**config.mk**
```make
export PLATFORM = sky130hd
export DESIGN_NAME = float_add_sequencer
export DESIGN_NICKNAME = d
export VERILOG_FILES = /design/src/rtl/float_add_sequencer_pkg.sv /design/src/rtl/float_add_sequencer_fifo.sv /design/src/rtl/float_add_sequencer.sv
export SDC_FILE = /design/constraint.sdc
export NUM_CORES = 1
export LEC_CHECK = 0
export CORE_AREA = 4 4 163 165
export DETAILED_ROUTE_END_ITERATION = 6
export DIE_AREA = 0 0 167 169
export GPL_TIMING_DRIVEN = 0
export PLACE_DENSITY = 0.93
export SYNTH_ARGS = -nofsm -noshare
export SYNTH_HDL_FRONTEND = slang
export SYNTH_SLANG_ARGS = --single-unit
```
**constraint.sdc**
```tcl
create_clock -name Clock -period 8.3 [get_ports Clock]
set_input_delay 1.66 -clock Clock [delete_from_list [all_inputs] [get_ports Clock]]
set_output_delay 1.66 -clock Clock [all_outputs]
set_load 0.02 [all_outputs]
```
**src/rtl/float_add_sequencer_pkg.sv**
```systemverilog
// floatingpoint: shared float type, quiet-NaN constant and add-sequencer state encoding.
package floatingpoint;

    typedef logic [31:0] float;

    localparam float FLOAT_QNAN = 32'h7FC0_0000;

    typedef enum logic [1:0] {IDLE, ISSUE, WAIT, DONE} fadd_seq_state_t;

    function automatic logic is_zero(input float f);
        return f[30:0] == 31'b0;
    endfunction

endpackage

```
**src/rtl/float_add_sequencer_fifo.sv**
```systemverilog
// float_op_fifo: synchronous operand-pair FIFO with wrap-bit pointers; head is shown combinationally.
module float_op_fifo
    import floatingpoint::*;
#(
    parameter int DEPTH = 4,
    parameter int TAG_W = 4
) (
    input  logic                   Clock,
    input  logic                   Reset,
    input  logic                   push,
    input  float                   push_op1,
    input  float                   push_op2,
    input  logic [TAG_W-1:0]       push_tag,
    input  logic                   pop,
    output float                   head_op1,
    output float                   head_op2,
    output logic [TAG_W-1:0]       head_tag,
    output logic                   full,
    output logic                   empty,
    output logic [$clog2(DEPTH):0] count
);
    localparam int AW = $clog2(DEPTH);

    typedef struct packed {
        float             op1;
        float             op2;
        logic [TAG_W-1:0] tag;
    } entry_t;

    entry_t mem [DEPTH];
    logic [AW:0] wr_ptr, rd_ptr;

    assign count = wr_ptr - rd_ptr;
    assign full  = count == (AW+1)'(DEPTH);
    assign empty = wr_ptr == rd_ptr;
    assign {head_op1, head_op2, head_tag} = mem[rd_ptr[AW-1:0]];

    always_ff @(posedge Clock)
        if (push && !full)
            mem[wr_ptr[AW-1:0]] <= '{push_op1, push_op2, push_tag};

    always_ff @(posedge Clock)
        if (Reset) begin
            wr_ptr <= '0;
            rd_ptr <= '0;
        end else begin
            if (push && !full)
                wr_ptr <= wr_ptr + 1'b1;
            if (pop && !empty)
                rd_ptr <= rd_ptr + 1'b1;
        end

endmodule

```
**src/rtl/float_add_sequencer.sv**
```systemverilog
// float_add_sequencer: queues operand pairs and issues them one at a time to the FloatAdder, with watchdog.
// Optional FADD_ZERO_BYPASS_EN: operations with a +-0 operand skip the adder.
module float_add_sequencer
    import floatingpoint::*;
#(
    parameter int DEPTH   = 4,
    parameter int TAG_W   = 4,
    parameter int TIMEOUT = 64
) (
    input  logic             Clock,
    input  logic             Reset,
    input  logic             InValid,
    output logic             InReady,
    input  float             InOp1,
    input  float             InOp2,
    input  logic [TAG_W-1:0] InTag,
    output float             AddOp1,
    output float             AddOp2,
    output logic             AddInputValid,
    input  float             AddResult,
    input  logic             AddResultValid,
    output logic             OutValid,
    input  logic             OutReady,
    output float             OutResult,
    output logic [TAG_W-1:0] OutTag,
    output logic             Busy,
    output logic             Error
);
    localparam int CW = $clog2(TIMEOUT + 1);

    fadd_seq_state_t state, state_next;
    float op1, op2, head_op1, head_op2, bypass_result;
    logic [TAG_W-1:0] head_tag;
    logic [CW-1:0] wd_count;
    logic [$clog2(DEPTH):0] count;
    logic push, pop, full, empty, expire, bypass, pending;

    float_op_fifo #(.DEPTH(DEPTH), .TAG_W(TAG_W)) fifo (
        .Clock, .Reset, .push,
        .push_op1(InOp1), .push_op2(InOp2), .push_tag(InTag),
        .pop, .head_op1, .head_op2, .head_tag,
        .full, .empty, .count
    );

    assign InReady   = !full;
    assign push      = InValid && !full;
    assign pending   = !empty || push;
    assign Busy      = count != '0 || state != IDLE;
    assign OutValid  = state == DONE;
    assign expire    = state == WAIT && !AddResultValid && wd_count == CW'(TIMEOUT - 1);
    // Operands come straight from the FIFO head during the issue pulse, then from the held copy.
    assign AddOp1    = state == ISSUE ? head_op1 : op1;
    assign AddOp2    = state == ISSUE ? head_op2 : op2;

`ifdef FADD_ZERO_BYPASS_EN
    logic z1, z2;
    assign z1 = is_zero(head_op1);
    assign z2 = is_zero(head_op2);
    assign bypass = state == ISSUE && (z1 || z2);
    assign bypass_result = z1 && z2 ? {head_op1[31] & head_op2[31], 31'b0} : z1 ? head_op2 : head_op1;
`else
    assign bypass = 1'b0;
    assign bypass_result = '0;
`endif

    always_comb begin
        state_next    = state;
        pop           = 1'b0;
        AddInputValid = 1'b0;
        case (state)
            IDLE:  state_next = pending ? ISSUE : IDLE;
            ISSUE: begin
                pop           = 1'b1;
                AddInputValid = !bypass;
                state_next    = bypass ? DONE : WAIT;
            end
            WAIT:  state_next = AddResultValid || expire ? DONE : WAIT;
            DONE:  state_next = !OutReady ? DONE : pending ? ISSUE : IDLE;
        endcase
    end

    always_ff @(posedge Clock)
        if (Reset) begin
            state     <= IDLE;
            op1       <= '0;
            op2       <= '0;
            OutTag    <= '0;
            OutResult <= '0;
            wd_count  <= '0;
            Error     <= 1'b0;
        end else begin
            state <= state_next;
            if (state == ISSUE) begin
                op1      <= head_op1;
                op2      <= head_op2;
                OutTag   <= head_tag;
                wd_count <= '0;
                if (bypass)
                    OutResult <= bypass_result;
            end
            if (state == WAIT) begin
                wd_count <= wd_count + 1'b1;
                if (AddResultValid)
                    OutResult <= AddResult;
                else if (expire) begin
                    OutResult <= FLOAT_QNAN;
                    Error     <= 1'b1;
                end
            end
        end

endmodule

```
==> out/metrics.cfg <==
[run_status]
status=finished clean

[timing]
slew_headroom=0.455
rsz0062_at_grt=no
fin_crit_sh=0.595
fin_crit_ps=4940
finalHoldViolations=0
hold_slack_ps=478
clock_skew_ps=11.6
worstMarginPinSlew_ps=817
drv_slew=0
max_freq_mhz=202
finalSetupViolations=0

[global_routing]
grt_usage=0.228
grt_start_max_net_pins=59
overflow=0
grt_pass1_vias=8684
grt_pass1_wl_um=49800
antenna_found_initial=1

[pwr]
p_sw_frac=0.270
ir_drop_v=0.000225
powerDensity_mw_per_mm2=313
power_frac_seq=0.412
p_int_w=0.00422
netSwitchingPower_w=0.00156
clkPwrFrac=0.327
p_comb_frac=0.261
p_leak_nw=6.29

[floorplan]
die-area_mm2=0.0282
dieWidth_um=167
core_mm2=0.0250
initial_core_util=0.574
die_h_um=169
rows=58
io_pins=210

[worst_setup_path]
required_ps=6640
end_kind=primary output
crit_chain=inv_1, ha_1, clkbuf_1, clkbuf_1, mux2_2, clkdlybuf4s50_1
max_stage_delay_ps=600
critPathKind=flop to primary output
reg2reg_to=fifo.mem[1][60]
startpoint_type=flop
worstPathMaxFanout=10
crit_top_cell=clkbuf_1
r2r_cells=7
crit_arrival_ps=3280
reg2reg_from=fifo.rd_ptr[1]
slowest_stage=clkbuf_1
reg2reg_setup_slack_ps=5580

[clock_tree]
cts_num_sinks=390
cts_tree=done
holdBufCountCts=0
post-cts-setup-buffers=0
cts.repair.resized=0
clkSlewWorstSetupHoldPaths_ps=60
clk_latency_ps=530
htreeDepth=2
cts_max_path_buffers=3
cts_inserted_buffers=40
cts_root_buf=clkbuf_16

[cells_and_area]
area_growth_pct=28.5
layout_commonest_cell=edfxtp_1
final_core_util=0.738
finalNetCount=1153
drive_gt1_frac=0.207
final_cell_mix=edfxtp_1 (272), clkdlybuf4s50_1 (209), dfxtp_1 (118), mux4_2 (68), mux2_2 (66)

[logic_synthesis]
synth_top_area_share=0.568
synthArstFlopShare=0
syn_nets=896
yosysUniqueCellTypes=36
seq_area_frac_synth=0.732
synth_area_leaders=edfxtp_1 (57%), dfxtp_1 (16%), mux4_2 (11%)
syn-mean-instance-area_um2=18.5
synth_edf_count=272
synthFlopType=edfxtp_1
ys_warn_count=0
syn_inst=778
mappedNetlistArea_mm2=0.0144
yosys.area.top_type=edfxtp_1
ys_ff_latch=390

[detailed_routing]
drt_wl_total_um=31900
drt_first_pass_iters=4
vias=7850
vias_per_cell=5.62
antenna_left=0
wl_per_cell_um=22.8
drc=0
drtIter0Drc=531

[flow_run]
maxCapViolCount=0

[placement]
gp_congestion=0.866
dpl.hpwl_um=20600
portBuffers=209

[hold_path]
whs_endpoint=OutResult[7]
hp-start=OutResult[7]
min_path_cells=1
min_path_type=flop to flop

[worst max-delay path, delay by kind of cell, from the launching register on]
| family | cells | cell delay (ps) |
|---|---|---|
| buffers and inverters | 4 | 1750 |
| muxes | 1 | 430 |
| DFF | 1 | 350 |
| adders and majority gates | 1 | 200 |
[cell usage after synthesis, types with 2 or more instances]
cell type,instances
nand2b_1,6
nand3_1,2
nand2_1,7
nor3_1,9
nor2b_1,65
a21oi_1,15
edfxtp_1,272
a31oi_1,3
o21ai_0,4
xor2_1,6
mux2_2,66
or3_1,2
and2_1,3
ha_1,13
dfxtp_1,118
clkbuf_1,28
nand4_1,2
nor2_1,28
buf_2,8
inv_1,8
mux2i_1,6
mux4_2,68
a22o_1,23
buf_6,4
[metrics by stage]
| stage | setup TNS, ps | power, W | instances | area (um2) | worst slack (ps) |
|---|---|---|---|---|---|
| floorplan | 0 | 0.00330 | 778 | 14400 | 2410 |
| CTS | 0 | 0.00584 | 1397 | 18500 | 3290 |
| detailed placement | 0 | 0.00393 | 1323 | 17100 | 3850 |
| global placement | -52500 | 0.00388 | 1317 | 16900 | -1130 |
| global route | 0 | 0.00602 | 1398 | 18500 | 3240 |
| finish | 0 | 0.00579 | 1398 | 18500 | 3360 |
[cell families after synthesis]
| group | count (synthesis) | share of synthesized area |
|---|---|---|
| and+or+nand+nor | 128 | 0.0491 |
| buffers and inverters | 49 | 0.0156 |
| AOI/OAI and AO/OA | 51 | 0.0253 |
| muxes | 140 | 0.162 |
| xor gates and xnor gates | 7 | 0.00426 |
| DFF | 390 | 0.732 |
| adders and majority gates | 13 | 0.0113 |
[per-layer routing]
metal | global-route usage | wire (um) | share of wire | vias up
met2 | 0.403 | 16600 | 0.52 | 278
met1 | 0.277 | 12200 | 0.38 | 3977
met3 | 0.0582 | 2200 | 0.069 | 68
met5 | 0 | 0 | 0 | -
li1 | - | - | - | 3527
met4 | 0.0708 | 918 | 0.029 | 0
[flip-flops by register name (all words and copies together), names as in the netlist, named ones only]
signal / count
fifo.rd_ptr: 3
fifo.mem: 272
state: 2
OutTag: 4
op2: 32
OutResult: 32
op1: 32
wd_count: 7
fifo.wr_ptr: 3
Error: 1
[area by class of cell]
class                           instances  area, um2
Clock inverter                         26        364
Fill cell                            1453       6560
Inverter                                8       30.0
Tap cell                              330        413
Timing Repair Buffer                  215       2250
Sequential cell                       390      10500
Buffer                                 41        194
Multi-Input combinational cell        339       3650
Clock buffer                           48       1040
Antenna cell                            1       2.50
[worst max path at each step]
stage          startpoint        endpoint  slack (ps)  depth (start not counted)
2_1_floorplan     InValid  fifo.wr_ptr[2]        2410                          3
3_3_place_gp      InValid  fifo.wr_ptr[2]       -1130                          4
3_5_place_dp     state[1]      AddOp2[12]        3850                          6
4_1_cts          state[1]       AddOp2[7]        3290                          6
5_1_grt          state[1]      AddOp2[11]        3240                          6
6_report         state[1]      AddOp2[12]        3360                          6
[power groups by stage]
stage | clock (W) | sequential (W) | combinational (W)
finish | 0.00189 | 0.00238 | 0.00151
global route | 0.00202 | 0.00240 | 0.00161
CTS | 0.00192 | 0.00238 | 0.00153
detailed placement | 0 | 0.00242 | 0.00151
global placement | 0 | 0.00242 | 0.00146
floorplan | 0 | 0.00243 | 0.000862
Note: power is estimated with default switching activity, not from simulation.
==> RTL change, RTL diff (same flow settings) <==
Re-encode `fadd_seq_state_t` (4 states) as one-hot, 4 bits wide.
--- a/src/rtl/float_add_sequencer_pkg.sv
+++ b/src/rtl/float_add_sequencer_pkg.sv
@@ -6,5 +6,5 @@
     localparam float FLOAT_QNAN = 32'h7FC0_0000;
 
-    typedef enum logic [1:0] {IDLE, ISSUE, WAIT, DONE} fadd_seq_state_t;
+    typedef enum logic [3:0] {IDLE = 4'b0001, ISSUE = 4'b0010, WAIT = 4'b0100, DONE = 4'b1000} fadd_seq_state_t;
 
     function automatic logic is_zero(input float f);
Check against the original RTL: same outputs for any inputs over 4 cycles, from zero or initial values and one cycle with Reset high; so few cycles prove little.
==> RTL change against the original RTL <==
Global-route usage rose by 1.3 points. Total power fell by 17%. Routed wire length rose by 5.9%. Critical path depth rose by 1. Worst setup slack improved by 0.057 ns. Final area rose by 0.72%. Sequential cell count rose by 2. Synthesized area rose by 2.2%. Sequential share of layout area fell by 0.20 points. Critical endpoint is now AddOp1[25].
==> RTL change: results (changes against the original RTL) <==
[drt]
vias = 8895  ; +13%
dr.pass1.iters = 5  ; +1
wl_mm = 33.8  ; +5.9%
route.antenna.remaining_nets = 0  ; unchanged
drtIter0Drc = 621  ; +17%

[global_route]
grt_pass1_vias = 9550  ; +10%
grt_usage_pct = 24.0  ; +1.3 points
grt_max_degree = 39  ; -34%
antenna_found_initial = 0  ; -1
grt_pass1_wl_mm = 53.3  ; +7.0%

[layout]
num_antenna_cells = 0  ; -1
nets = 1320  ; +14%
synthToLayoutAreaGrowth_pct = 26.6
signal_buffers = 271  ; +5.9%
multi_input_area_share_pct = 20.8  ; +1.0 points
fillers = 1521  ; +4.7%
drive_gt1_share_pct = 15.5  ; -5.2 points
seq_share_pct = 56.8  ; -0.20 points
stdcell_count = 1568  ; +12%
buffer_area_share_pct = 13.2  ; -0.075 points
clkbuf_count = 53  ; +10%
num-multi-input-gates = 494  ; +46%
n_all_inverters = 9  ; +1
clock_area_share_pct = 6.87  ; -0.73 points

[synthesis]
yosysUniqueCellTypes = 43  ; +19%
synth_compound_area_share_pct = 3.52  ; +0.98 points
synth_commonest_cells = edfxtp_1, nand2_1, dfxtp_1
synth_seq_area_share_pct = 71.9  ; -1.3 points
synth_fa_ha_area_share_pct = 0.681  ; -0.45 points
netlist_instances = 952  ; +22%
synth_xor_area_share_pct = 0.477  ; +0.050 points
synthTopCellsByArea = edfxtp_1, dfxtp_1, mux4_2
synthesis.nets = 1065  ; +19%
synthMuxAreaShare_pct = 10.7  ; -5.5 points

[clock_network]
insertion_delay_ns = 0.53  ; about the same
cts.sinks = 392  ; +0.51%
numCtsBuffers = 39  ; -2.5%

[timing]
worstMarginPinSlew_ns = 0.947  ; +0.130 ns
skew_ns = 0.0257  ; +0.0141 ns
timing.hold.ws_ns = 0.461  ; -0.0169 ns

[hold_path]
min_path_cells = 2  ; +1
hold_end = OutTag[1]
hold_start = OutTag[1]

[worst_setup_path]
reg2reg_to = fifo.mem[2][39]
r2r-start = fifo.rd_ptr[2]

[pwr]
pwr-share-seq_pct = 47.2  ; +6.0 points
switchingPower_mw = 1.20  ; -23%
power.total_mw = 4.79  ; -17%
power.ir.vdd_worst_mv = 0.298  ; +32%
power.static_leakage_nw = 6.66  ; +5.8%
clk-power_mw = 1.75  ; -7%

[placement]
dp_cells = 1496  ; +13%
dpl.hpwl_mm = 21.3  ; +3.7%
placed_area_mm2 = 0.0173  ; +1.5%
pre_cts_slack_ns = 3.93  ; +0.0797 ns

[outcome]
status = finished, final reports clean

==> RTL change: critical path: stages, from the launching register on <==
cell and delay [ns]:
dfxtp_1 0.30, clkbuf_1 0.31, buf_2 0.35, clkbuf_1 0.61, mux4_2 0.44, nand2_1 0.10
nand2_1 0.07, clkdlybuf4s50_1 0.55
==> RTL change: worst max path at each step <==
stage	startpoint	to	slack, ns	cells after the start
2_1_floorplan	InValid	fifo.wr_ptr[2]	2.59	3
3_5_place_dp	register	AddOp1[25]	3.93	7
5_1_grt	register	AddOp1[26]	3.18	7
3_3_place_gp	InValid	fifo.wr_ptr[2]	-0.50	4
6_report	register	AddOp1[25]	3.42	7
4_1_cts	register	AddOp1[25]	3.34	7
==> RTL change: per-layer routing <==
metal	up-vias	share of wire (%)	track usage (%)
li1	4029	-	-
met1	4433	38	29.9
met2	381	52	43.4
met3	52	7.5	5.46
met4	0	1.7	5.30
met5	-	0	0
